--- config.mk ---
export PLATFORM = sky130hd
export DESIGN_NAME = instr_sequencer_flat
export DESIGN_NICKNAME = d
export VERILOG_FILES = /design/src/rtl/instr_sequencer_if.sv /design/src/rtl/instr_sequencer.sv /design/src/flat_wrapper.sv
export SDC_FILE = /design/constraint.sdc
export NUM_CORES = 1
export LEC_CHECK = 0
export ABC_AREA = 1
export CAP_MARGIN = 15
export CORE_AREA = 2 2 93 77
export CTS_BUF_LIST = sky130_fd_sc_hd__clkbuf_4 sky130_fd_sc_hd__clkbuf_8 sky130_fd_sc_hd__clkbuf_16
export DETAILED_ROUTE_END_ITERATION = 10
export DIE_AREA = 0 0 95 79
export PLACE_DENSITY = 0.84
export SETUP_SLACK_MARGIN = 0.1
export SYNTH_ARGS = -nofsm -noshare
export SYNTH_HDL_FRONTEND = slang
export SYNTH_SLANG_ARGS = --single-unit
--- constraint.sdc ---
create_clock -name clk -period 1.6 [get_ports clk]
set_input_delay 0.48 -clock clk [delete_from_list [all_inputs] [get_ports clk]]
set_output_delay 0.48 -clock clk [all_outputs]
set_load 0.03 [all_outputs]
--- src/rtl/instr_sequencer_if.sv ---
// Instruction-memory fetch port between instr_sequencer (master) and instruction memory (slave).
// Handshake: master raises imem_req with imem_addr and holds both stable until a cycle with imem_ack=1;
// the word on imem_rdata transfers on that rising edge, and imem_ack is ignored while imem_req is low.
interface instr_sequencer_if;
  logic        imem_req;
  logic [7:0]  imem_addr;
  logic        imem_ack;
  logic [19:0] imem_rdata;

  modport master (
    output imem_req,
    output imem_addr,
    input  imem_ack,
    input  imem_rdata
  );

  modport slave (
    input  imem_req,
    input  imem_addr,
    output imem_ack,
    output imem_rdata
  );
endinterface

--- src/rtl/instr_sequencer.sv ---
// Fetch/decode/branch sequencer for the 8-bit register-file/ALU datapath.
// Four-state FSM (IDLE/FETCH/EXEC/HALT); decode is combinational from the instruction register.
module instr_sequencer (
  input  logic                     clk,
  input  logic                     reset,
  input  logic                     run,
  instr_sequencer_if.master        imem,
  input  logic                     Zero,
  output logic [3:0]               RA1,
  output logic [3:0]               RA2,
  output logic [3:0]               WA,
  output logic [7:0]               immediate,
  output logic                     write_enable,
  output logic                     ALUSrc,
  output logic [1:0]               ALUControl,
  output logic [7:0]               pc,
  output logic                     halted,
  output logic [15:0]              retired,
  output logic [1:0]               state_dbg
);

  typedef enum logic [1:0] {
    S_IDLE  = 2'd0,
    S_FETCH = 2'd1,
    S_EXEC  = 2'd2,
    S_HALT  = 2'd3
  } state_t;

  state_t      state;
  logic [19:0] ir;
  logic        req_q;

  logic [3:0]  op;
  logic [3:0]  fld_a;
  logic [3:0]  fld_rs1;
  logic [7:0]  fld_low;
  logic        in_exec;
  logic        is_reg_alu;
  logic        is_imm_alu;
  logic        is_branch;
  logic        take_target;
  logic [7:0]  next_pc;

  assign op      = ir[19:16];
  assign fld_a   = ir[15:12];
  assign fld_rs1 = ir[11:8];
  assign fld_low = ir[7:0];

  assign in_exec    = (state == S_EXEC);
  assign is_reg_alu = (op[3:2] == 2'b00);
  assign is_imm_alu = (op[3:2] == 2'b01);
  assign is_branch  = (op == 4'h8) || (op == 4'h9);

  // Zero arrives combinationally from the datapath within the EXEC cycle.
  assign take_target = ((op == 4'h8) &&  Zero) ||
                       ((op == 4'h9) && !Zero) ||
                       (op == 4'hA);
  assign next_pc     = take_target ? fld_low : (pc + 8'd1);

  always_comb begin
    WA           = fld_a;
    RA1          = fld_rs1;
    RA2          = fld_low[7:4];
    immediate    = fld_low;
    ALUControl   = 2'b00;
    ALUSrc       = 1'b0;
    write_enable = 1'b0;
    if (is_reg_alu || is_imm_alu) begin
      ALUControl   = op[1:0];
      ALUSrc       = in_exec && is_imm_alu;
      write_enable = in_exec;
    end else if (is_branch) begin
      RA2        = fld_a;
      ALUControl = 2'b11;
    end
  end

  always_ff @(posedge clk or posedge reset) begin
    if (reset) begin
      state   <= S_IDLE;
      pc      <= 8'd0;
      ir      <= 20'd0;
      req_q   <= 1'b0;
      halted  <= 1'b0;
      retired <= 16'd0;
    end else begin
      case (state)
        S_IDLE: begin
          if (run) begin
            state <= S_FETCH;
            req_q <= 1'b1;
          end
        end
        S_FETCH: begin
          if (imem.imem_ack) begin
            ir    <= imem.imem_rdata;
            state <= S_EXEC;
            req_q <= 1'b0;
          end
        end
        S_EXEC: begin
          if (retired != 16'hFFFF) begin
            retired <= retired + 16'd1;
          end
          // HALT retires but leaves pc pointing at itself.
          if (op == 4'hF) begin
            state  <= S_HALT;
            halted <= 1'b1;
          end else begin
            state <= S_FETCH;
            req_q <= 1'b1;
            pc    <= next_pc;
          end
        end
        default: begin
          state <= S_HALT;
        end
      endcase
    end
  end

  assign imem.imem_req  = req_q;
  assign imem.imem_addr = pc;
  assign state_dbg      = state;

endmodule

--- src/flat_wrapper.sv ---
// flat-port wrapper written by rule: the top's interface ports become plain ports
module instr_sequencer_flat 
  (clk, reset, run, Zero, RA1, RA2, WA, immediate, write_enable, ALUSrc, ALUControl, pc, halted, retired, state_dbg, imem_imem_req, imem_imem_addr, imem_imem_ack, imem_imem_rdata);
  instr_sequencer_if imem_i ();
  input  logic clk;
  input  logic reset;
  input  logic run;
  input  logic Zero;
  output logic [3:0] RA1;
  output logic [3:0] RA2;
  output logic [3:0] WA;
  output logic [7:0] immediate;
  output logic write_enable;
  output logic ALUSrc;
  output logic [1:0] ALUControl;
  output logic [7:0] pc;
  output logic halted;
  output logic [15:0] retired;
  output logic [1:0] state_dbg;
  output wire logic [$bits(imem_i.imem_req)-1:0] imem_imem_req;
  output wire logic [$bits(imem_i.imem_addr)-1:0] imem_imem_addr;
  input wire logic [$bits(imem_i.imem_ack)-1:0] imem_imem_ack;
  input wire logic [$bits(imem_i.imem_rdata)-1:0] imem_imem_rdata;
  assign imem_imem_req = imem_i.imem_req;
  assign imem_imem_addr = imem_i.imem_addr;
  assign imem_i.imem_ack = imem_imem_ack;
  assign imem_i.imem_rdata = imem_imem_rdata;
  instr_sequencer u_core (.clk(clk), .reset(reset), .run(run), .imem(imem_i), .Zero(Zero), .RA1(RA1), .RA2(RA2), .WA(WA), .immediate(immediate), .write_enable(write_enable), .ALUSrc(ALUSrc), .ALUControl(ALUControl), .pc(pc), .halted(halted), .retired(retired), .state_dbg(state_dbg));
endmodule
# Word level (Yosys, flattened, before mapping)
# Cells that the tools add are included.
# op_classes
n_addsub,2
multipliers,0
div_mod_pow,0
magnitude_cmp,0
eq_ne,11
shift,0
muxes,15
bitwise_logic,1
n_reduce_logical,17
# op_table
op,n
$add A16 B1 Y16 const B,1
$eq A4 B4 Y1 const B,4
$ne A16 B16 Y1 const B,1
$mux W2,5
$reduce_and A2 Y1,5
$add A8 B1 Y8 const B,1
$mux W4,2
$mux W8,1
$ne A2 B2 Y1 const B,3
$pmux W2 S3,1
$mux W1,5
$eq A2 B1 Y1 const B,2
$logic_not A2 Y1,2
$logic_or A1 B1 Y1,4
$reduce_and A4 Y1,1
$logic_and A1 B1 Y1,3
$pmux W1 S3,1
$reduce_bool A3 Y1,1
$eq A2 B2 Y1 const B,1
$logic_not A1 Y1,1
$not A1 Y1,1
# word_totals
regBits,48
latchBits,0
ram_bits,0
mem_bits_ro,0
output_inout_bits,60
n_memories,0

# Longest topological paths before layout
# Gate-level depths: netlist of the first run.
# logic_depth
depth_word,5
mapped_depth,9
depth_no_buf,9

# Worst setup path after synthesis of the first run
# No wires, ideal clock.
# synth_timing
kind,reg2out
from,register u_core.state[0] (netlist: u_core.state_dbg[0])
to,output port ALUSrc
arrival_time_ns,1.385
required_ns,1.120
path_slack_ns,-0.265
stages_incl_launch_ff,4
path_cell_list,dfrtp_1 inv_2 nand2_2 nor3_1
# synth_via
elab_chain_len,3
# synth_lines
item,line_no,source
start: declaration,instr_sequencer.sv:29,state_t state;
start signal: assignment,instr_sequencer.sv:80,state <= S_IDLE;
start signal: assignment,instr_sequencer.sv:90,state <= S_FETCH;
start signal: assignment,instr_sequencer.sv:97,state <= S_EXEC;
$eq A2 B2 Y1,instr_sequencer.sv:49,assign in_exec = (state == S_EXEC);
$logic_and A1 B1 Y1,instr_sequencer.sv:70,ALUSrc = in_exec && is_imm_alu;
$mux W1,instr_sequencer.sv:68,if (is_reg_alu || is_imm_alu) begin
end: declaration,flat_wrapper.sv:14,output logic ALUSrc;
# Every way passes these cells.

# Final worst setup path of the first run
# layout_timing
from,register u_core.ir[18]
to,output port RA2[3]
# layout_via
elab_chain_len,4
word_cells_on_any_way,8
cone_classes,eq/ne (3); mux (2); reduce/logical (3)
# layout_lines
item,line_no,source
start: declaration,instr_sequencer.sv:30,logic [19:0] ir;
start signal: assignment,instr_sequencer.sv:96,ir <= imem.imem_rdata;
$eq A4 B4 Y1,instr_sequencer.sv:52,assign is_branch = (op == 4'h8) || (op == 4'h9);
$logic_or A1 B1 Y1,instr_sequencer.sv:52,
$mux W4,instr_sequencer.sv:72,end else if (is_branch) begin
$mux W4 (*),instr_sequencer.sv:68,
end: declaration,flat_wrapper.sv:10,output logic [3:0] RA2;
# Every way passes the cells marked *; elsewhere a longest branch is shown, timed or not.

==> metrics, run 1 <==
Area growth, synth to finish=49.9%; post-layout minimum cycle time=1850 ps; Floorplan Core Area=0.00666 mm²; IO Count=85; leading area contributor after synthesis=sky130_fd_sc_hd__dfrtp_1; Synth warnings=0; top library cells by usage in the layout, fill and taps aside=sky130_fd_sc_hd__nand2_1, sky130_fd_sc_hd__buf_4, sky130_fd_sc_hd__dfrtp_1; Worst-Margin Slew=340 ps; number of inserted diodes=0; DRC=0; Bufs and invs on worst path=1; maximum number of pins on one net before global-route repair=49; number of I/O port buffers=84; Clk pin slew, worst setup/hold paths=90 ps; aggregate global routing overflow=0; final-stage net count=516; per-instance average area after synthesis=7.35 µm²; via count of the first global-routing pass=2543; cell chain of the critical path=nor2_4 > nand2_4 > mux2_4 > buf_6; average via count per standard cell=4.75; count of unique library cells instantiated by Yosys=28; initial cell density of the core=0.416; TritonCTS clock tree=done; total setup violations reported at the end of the flow=8; final hold viol count=0; via count=2743; static power due to leakage=2.06 nW; max-capacitance violation count=0; finished layout cell area=0.00415 mm²; startpoint-to-endpoint class of the critical path=register to primary output; final RePlAce weighted congestion=0.954; Relative slew margins=0.771; number of max-slew violations in the final report=0; initial antenna violation count=0; class of the most critical hold timing path=register to register; family of cells with the greatest summed delay on the critical path=flip-flops; Worst EP required=1120 ps; Worst Skew=4.69 ps; failing checks=negative setup slack; clock tree root driver cell=sky130_fd_sc_hd__clkbuf_8; Data arrival, critical path=1370 ps; layout cell share with drive strength beyond 1=0.345; total CTS buffers=5; post-place instance area=0.00379 mm²; setup repair after global routing missed its margin=yes; Worst Setup Start Kind=register; half-perimeter wire length after placement=5.27 mm; highest fanout seen on the critical path=2; cell count after placement=555; Final period util=1.15; result of the run=complete, but fails checks; worst-skew pair later-pin latency=300 ps; share of Yosys cell area claimed by the top area cell type=0.434; maximum level of the CTS H-tree=2; total routing usage reported by global routing=0.194; x dimension of the die=95 µm; max incr delay on CP=410 ps; slowest stage cell on the critical path=sky130_fd_sc_hd__dfrtp_1; achievable clock frequency=542 MHz; drt first pass iters=5; deepest clock path buffer count=2; routed length per placed instance=13.0 µm; # rows=27; synthesized netlist net count=404; first-pass GRT wire length=11.6 mm; number of DRC markers in iteration 0=207; worst hold margin=492 ps; height of the chip=79 µm; post-route non-filler standard cell count=577; setup slack after placement=-354 ps; endpoint type of the worst setup path=primary output; top cells by area in the synthesized netlist=sky130_fd_sc_hd__dfrtp_1, sky130_fd_sc_hd__nand2_1, sky130_fd_sc_hd__buf_4, sky130_fd_sc_hd__nor2_1, sky130_fd_sc_hd__o21ai_0; clock sink count=48; total power per unit cell area=1920 mW/mm²; flip-flop and latch count after synthesis=48; post-layout worst setup margin=-245 ps; total wire length=7.50 mm; commonest non-fill, non-tap cell in the layout=sky130_fd_sc_hd__nand2_1; area of the die=0.00751 mm²; Peak supply drop=1000 µV; synthesized instance count=377; remaining antenna violation count=0; share of synthesized area occupied by flip-flops and latches=0.434; post-synthesis instance area=0.00277 mm²
## cell families after synthesis
kind of cell,after synthesis,synth area share
buf+inv,66,0.136
compound gates,31,0.0578
fa+ha+maj,2,0.00903
simple gates,221,0.334
mux,1,0.00406
xor+xnor,8,0.0253
flops,48,0.434
## path summary, 6_finish.rpt
check,end,cells past startpoint,start,slack [ps]
worst max register to register,u_core.retired[6],8,u_core.retired[0],150
min in group asynchronous,u_core.retired[2],3,reset,590
worst min register to register,u_core.halted,1,u_core.halted,490
worst max-delay path,RA2[3],4,u_core.ir[18],-250
max in group asynchronous,u_core.imem.imem_addr[4],3,reset,780
worst min-delay path,u_core.halted,1,u_core.halted,490
## final cells by class
class | instances | area [µm²]
Fill cell | 567 | 2500
Multi-Input combinational cell | 265 | 1400
Sequential cell | 48 | 1210
Timing Repair Buffer | 135 | 1190
Inverter | 34 | 138
Tap cell | 87 | 109
Clock buffer | 5 | 68.8
Clock inverter | 3 | 42.5
## power by group
part | switching [mW] | internal, mW
clock | 0.431 | 0.463
combinational | 2.99 | 2.04
sequential | 0.402 | 1.66
## metrics by stage
stage                     utilization  total power, mW  TNS (ps)
after global placement          0.569             6.55     -3180
after global routing            0.624             8.49     -2010
after detailed placement        0.569             6.65     -3820
final                           0.624             7.99     -1580
after CTS                       0.610             7.77     -1430
after floorplan                     -             5.17     -14.8
## state kept, by name, summed over array words and instances (netlist names)
name / cells
u_core.imem.imem_req: 1
u_core.imem.imem_addr: 8
u_core.halted: 1
u_core.ir: 20
u_core.state_dbg: 2
u_core.retired: 16
## cells in the mapped netlist (all sizes together)
master  number
nand4        7
o21bai       1
dfrtp       48
mux2         1
o21ai       23
o31ai        1
ha           2
or2          1
buf         30
xnor2        8
nand3       17
clkbuf       2
nor3         1
a21oi        6
nand2      152
nand3b       1
nor2        42
inv         34
## metal layers
layer,vias to the layer above,track usage,part of all wire
li1,1375,-,-
met1,1263,0.259,0.44
met2,93,0.326,0.47
met3,12,0.0389,0.074
met4,0,0.0406,0.018
met5,-,0,0
## repair_timing
action                                  4_1_cts  5_1_grt
gates cloned                                  0        2
endpoints found under the setup margin       55       61
pin swaps                                     4        7
resized for setup                           139       84
buffers inserted                              5        8
hold buffers                                  0        0
Power figures use the tool's default switching activity.
==> run 2: changes to the inputs <==
- CAP_MARGIN: 15 -> 20
- CTS_BUF_LIST: sky130_fd_sc_hd__clkbuf_4 sky130_fd_sc_hd__clkbuf_8 sky130_fd_sc_hd__clkbuf_16 -> sky130_fd_sc_hd__clkbuf_16
==> metrics, run 2 (synthesized netlist as in run 1, its figures left out) <==
height of the chip=79 µm; total CTS buffers=5; # rows=27; deepest clock path buffer count=2; initial cell density of the core=0.416; initial antenna violation count=0; final hold viol count=0; post-place instance area=0.00379 mm²; routed length per placed instance=12.9 µm; setup slack after placement=-354 ps; total power per unit cell area=1960 mW/mm²; Bufs and invs on worst path=1; worst hold margin=479 ps; area of the die=0.00751 mm²; finished layout cell area=0.00420 mm²; endpoint type of the worst setup path=primary output; number of I/O port buffers=84; total power=8.24 mW; Data arrival, critical path=1340 ps; top library cells by usage in the layout, fill and taps aside=sky130_fd_sc_hd__nand2_1, sky130_fd_sc_hd__buf_4, sky130_fd_sc_hd__dfrtp_1; via count=2700; clock tree root driver cell=sky130_fd_sc_hd__clkbuf_16; total setup violations reported at the end of the flow=7; half-perimeter wire length after placement=5.27 mm; layout cell share with drive strength beyond 1=0.331; total wire length=7.33 mm; number of inserted diodes=0; Clk pin slew, worst setup/hold paths=70 ps; total routing usage reported by global routing=0.193; startpoint-to-endpoint class of the critical path=register to primary output; Relative slew margins=0.763; maximum level of the CTS H-tree=2; IO Count=85; via count of the first global-routing pass=2518; cell count after placement=555; clock sink count=48; number of max-slew violations in the final report=0; worst-skew pair later-pin latency=290 ps; FF+latch area=0.00121 mm²; number of DRC markers in iteration 0=243; achievable clock frequency=548 MHz; Peak supply drop=1020 µV; post-route non-filler standard cell count=570; slowest stage cell on the critical path=sky130_fd_sc_hd__dfrtp_1; family of cells with the greatest summed delay on the critical path=flip-flops; max incr delay on CP=400 ps; Area growth, synth to finish=51.6%; first-pass GRT wire length=11.5 mm; final RePlAce weighted congestion=0.954; most flop-heavy register=u_core.ir; Worst EP required=1120 ps; max-capacitance violation count=0; post-layout worst setup margin=-224 ps; post-cts hold buffer count=0; class of the most critical hold timing path=register to register; DRC=0; result of the run=complete, but fails checks; static power due to leakage=2.06 nW; maximum number of pins on one net before global-route repair=49; count of filler cells inserted in the layout=542; Worst Skew=5.38 ps; Layout Utilization=0.631; area taken by multi-input logic gates=0.00138 mm²; commonest non-fill, non-tap cell in the layout=sky130_fd_sc_hd__nand2_1; Worst-Margin Slew=353 ps; remaining antenna violation count=0; final-stage net count=509; max FFs per register=20; Worst Setup Start Kind=register; drt first pass iters=6; average via count per standard cell=4.74; aggregate global routing overflow=0; Total Negative Setup Slacks=-1250 ps; setup repair after global routing missed its margin=yes; post-layout minimum cycle time=1820 ps; Floorplan Core Area=0.00666 mm²; highest fanout seen on the critical path=2; Final period util=1.14; cell chain of the critical path=nor2_4 > nand2_4 > mux2_4 > buf_6; x dimension of the die=95 µm; TritonCTS clock tree=done; failing checks=negative setup slack
-- run 2: cell types whose count changed in the layout (fill, tap and decap cells not counted), moves of 2 or more --
cell and delta:
sky130_fd_sc_hd__clkbuf_2 +5, sky130_fd_sc_hd__clkdlybuf4s15_2 +13, sky130_fd_sc_hd__buf_2 -18, sky130_fd_sc_hd__nor2_4 -2, sky130_fd_sc_hd__clkbuf_8 -5, sky130_fd_sc_hd__buf_6 -9
sky130_fd_sc_hd__clkbuf_16 +5, sky130_fd_sc_hd__buf_4 +2
-- run 2: timing repair --
| item | in CTS | in global routing |
|---|---|---|
| setup endpoints to repair | 57 | 39 |
| gates resized for setup | 129 | 49 |
| pin swaps | 4 | 5 |
| gates cloned | 0 | 1 |
| buffers inserted | 4 | 4 |
-- run 2: path summary, 6_finish.rpt --
check | depth (start not counted) | startpoint | slack [ps] | to
max | 4 | u_core.ir[18] | -220 | RA2[3]
min | 2 | u_core.ir[8] | 480 | u_core.ir[8]
max reg2reg | 8 | u_core.retired[10] | 180 | u_core.retired[15]
min reg2reg | 2 | u_core.ir[8] | 480 | u_core.ir[8]
max in group asynchronous | 3 | reset | 750 | u_core.state_dbg[1]
min in group asynchronous | 3 | reset | 600 | u_core.ir[3]
-- run 2: power breakdown --
part	leakage (nW)	internal [mW]	switching, mW
combinational	1.38	2.03	2.95
sequential	0.604	1.67	0.410
clock	0.0798	0.734	0.454
total	2.06	4.43	3.81
-- run 2: cell type report --
cell class / count / share of cell area
tap: 87 / 0.0259
sequential: 48 / 0.288
multi-input combinational: 264 / 0.329
inverter: 34 / 0.0319
timing repair buffer: 129 / 0.286
clock buffer: 5 / 0.0298
clock inverter: 3 / 0.0101
-- run 2: routing by layer --
metal | GRT usage | up-vias | share of wire
li1 | - | 1358 | -
met1 | 0.259 | 1227 | 0.44
met2 | 0.321 | 100 | 0.47
met3 | 0.0417 | 15 | 0.073
met4 | 0.0406 | 0 | 0.019
met5 | 0 | - | 0
-- run 2: worst register-to-register path, delay by kind of cell (launching register included) --
family	cells	cell delay (ps)
buf+inv	1	160
simple gates	7	770
flops	1	370
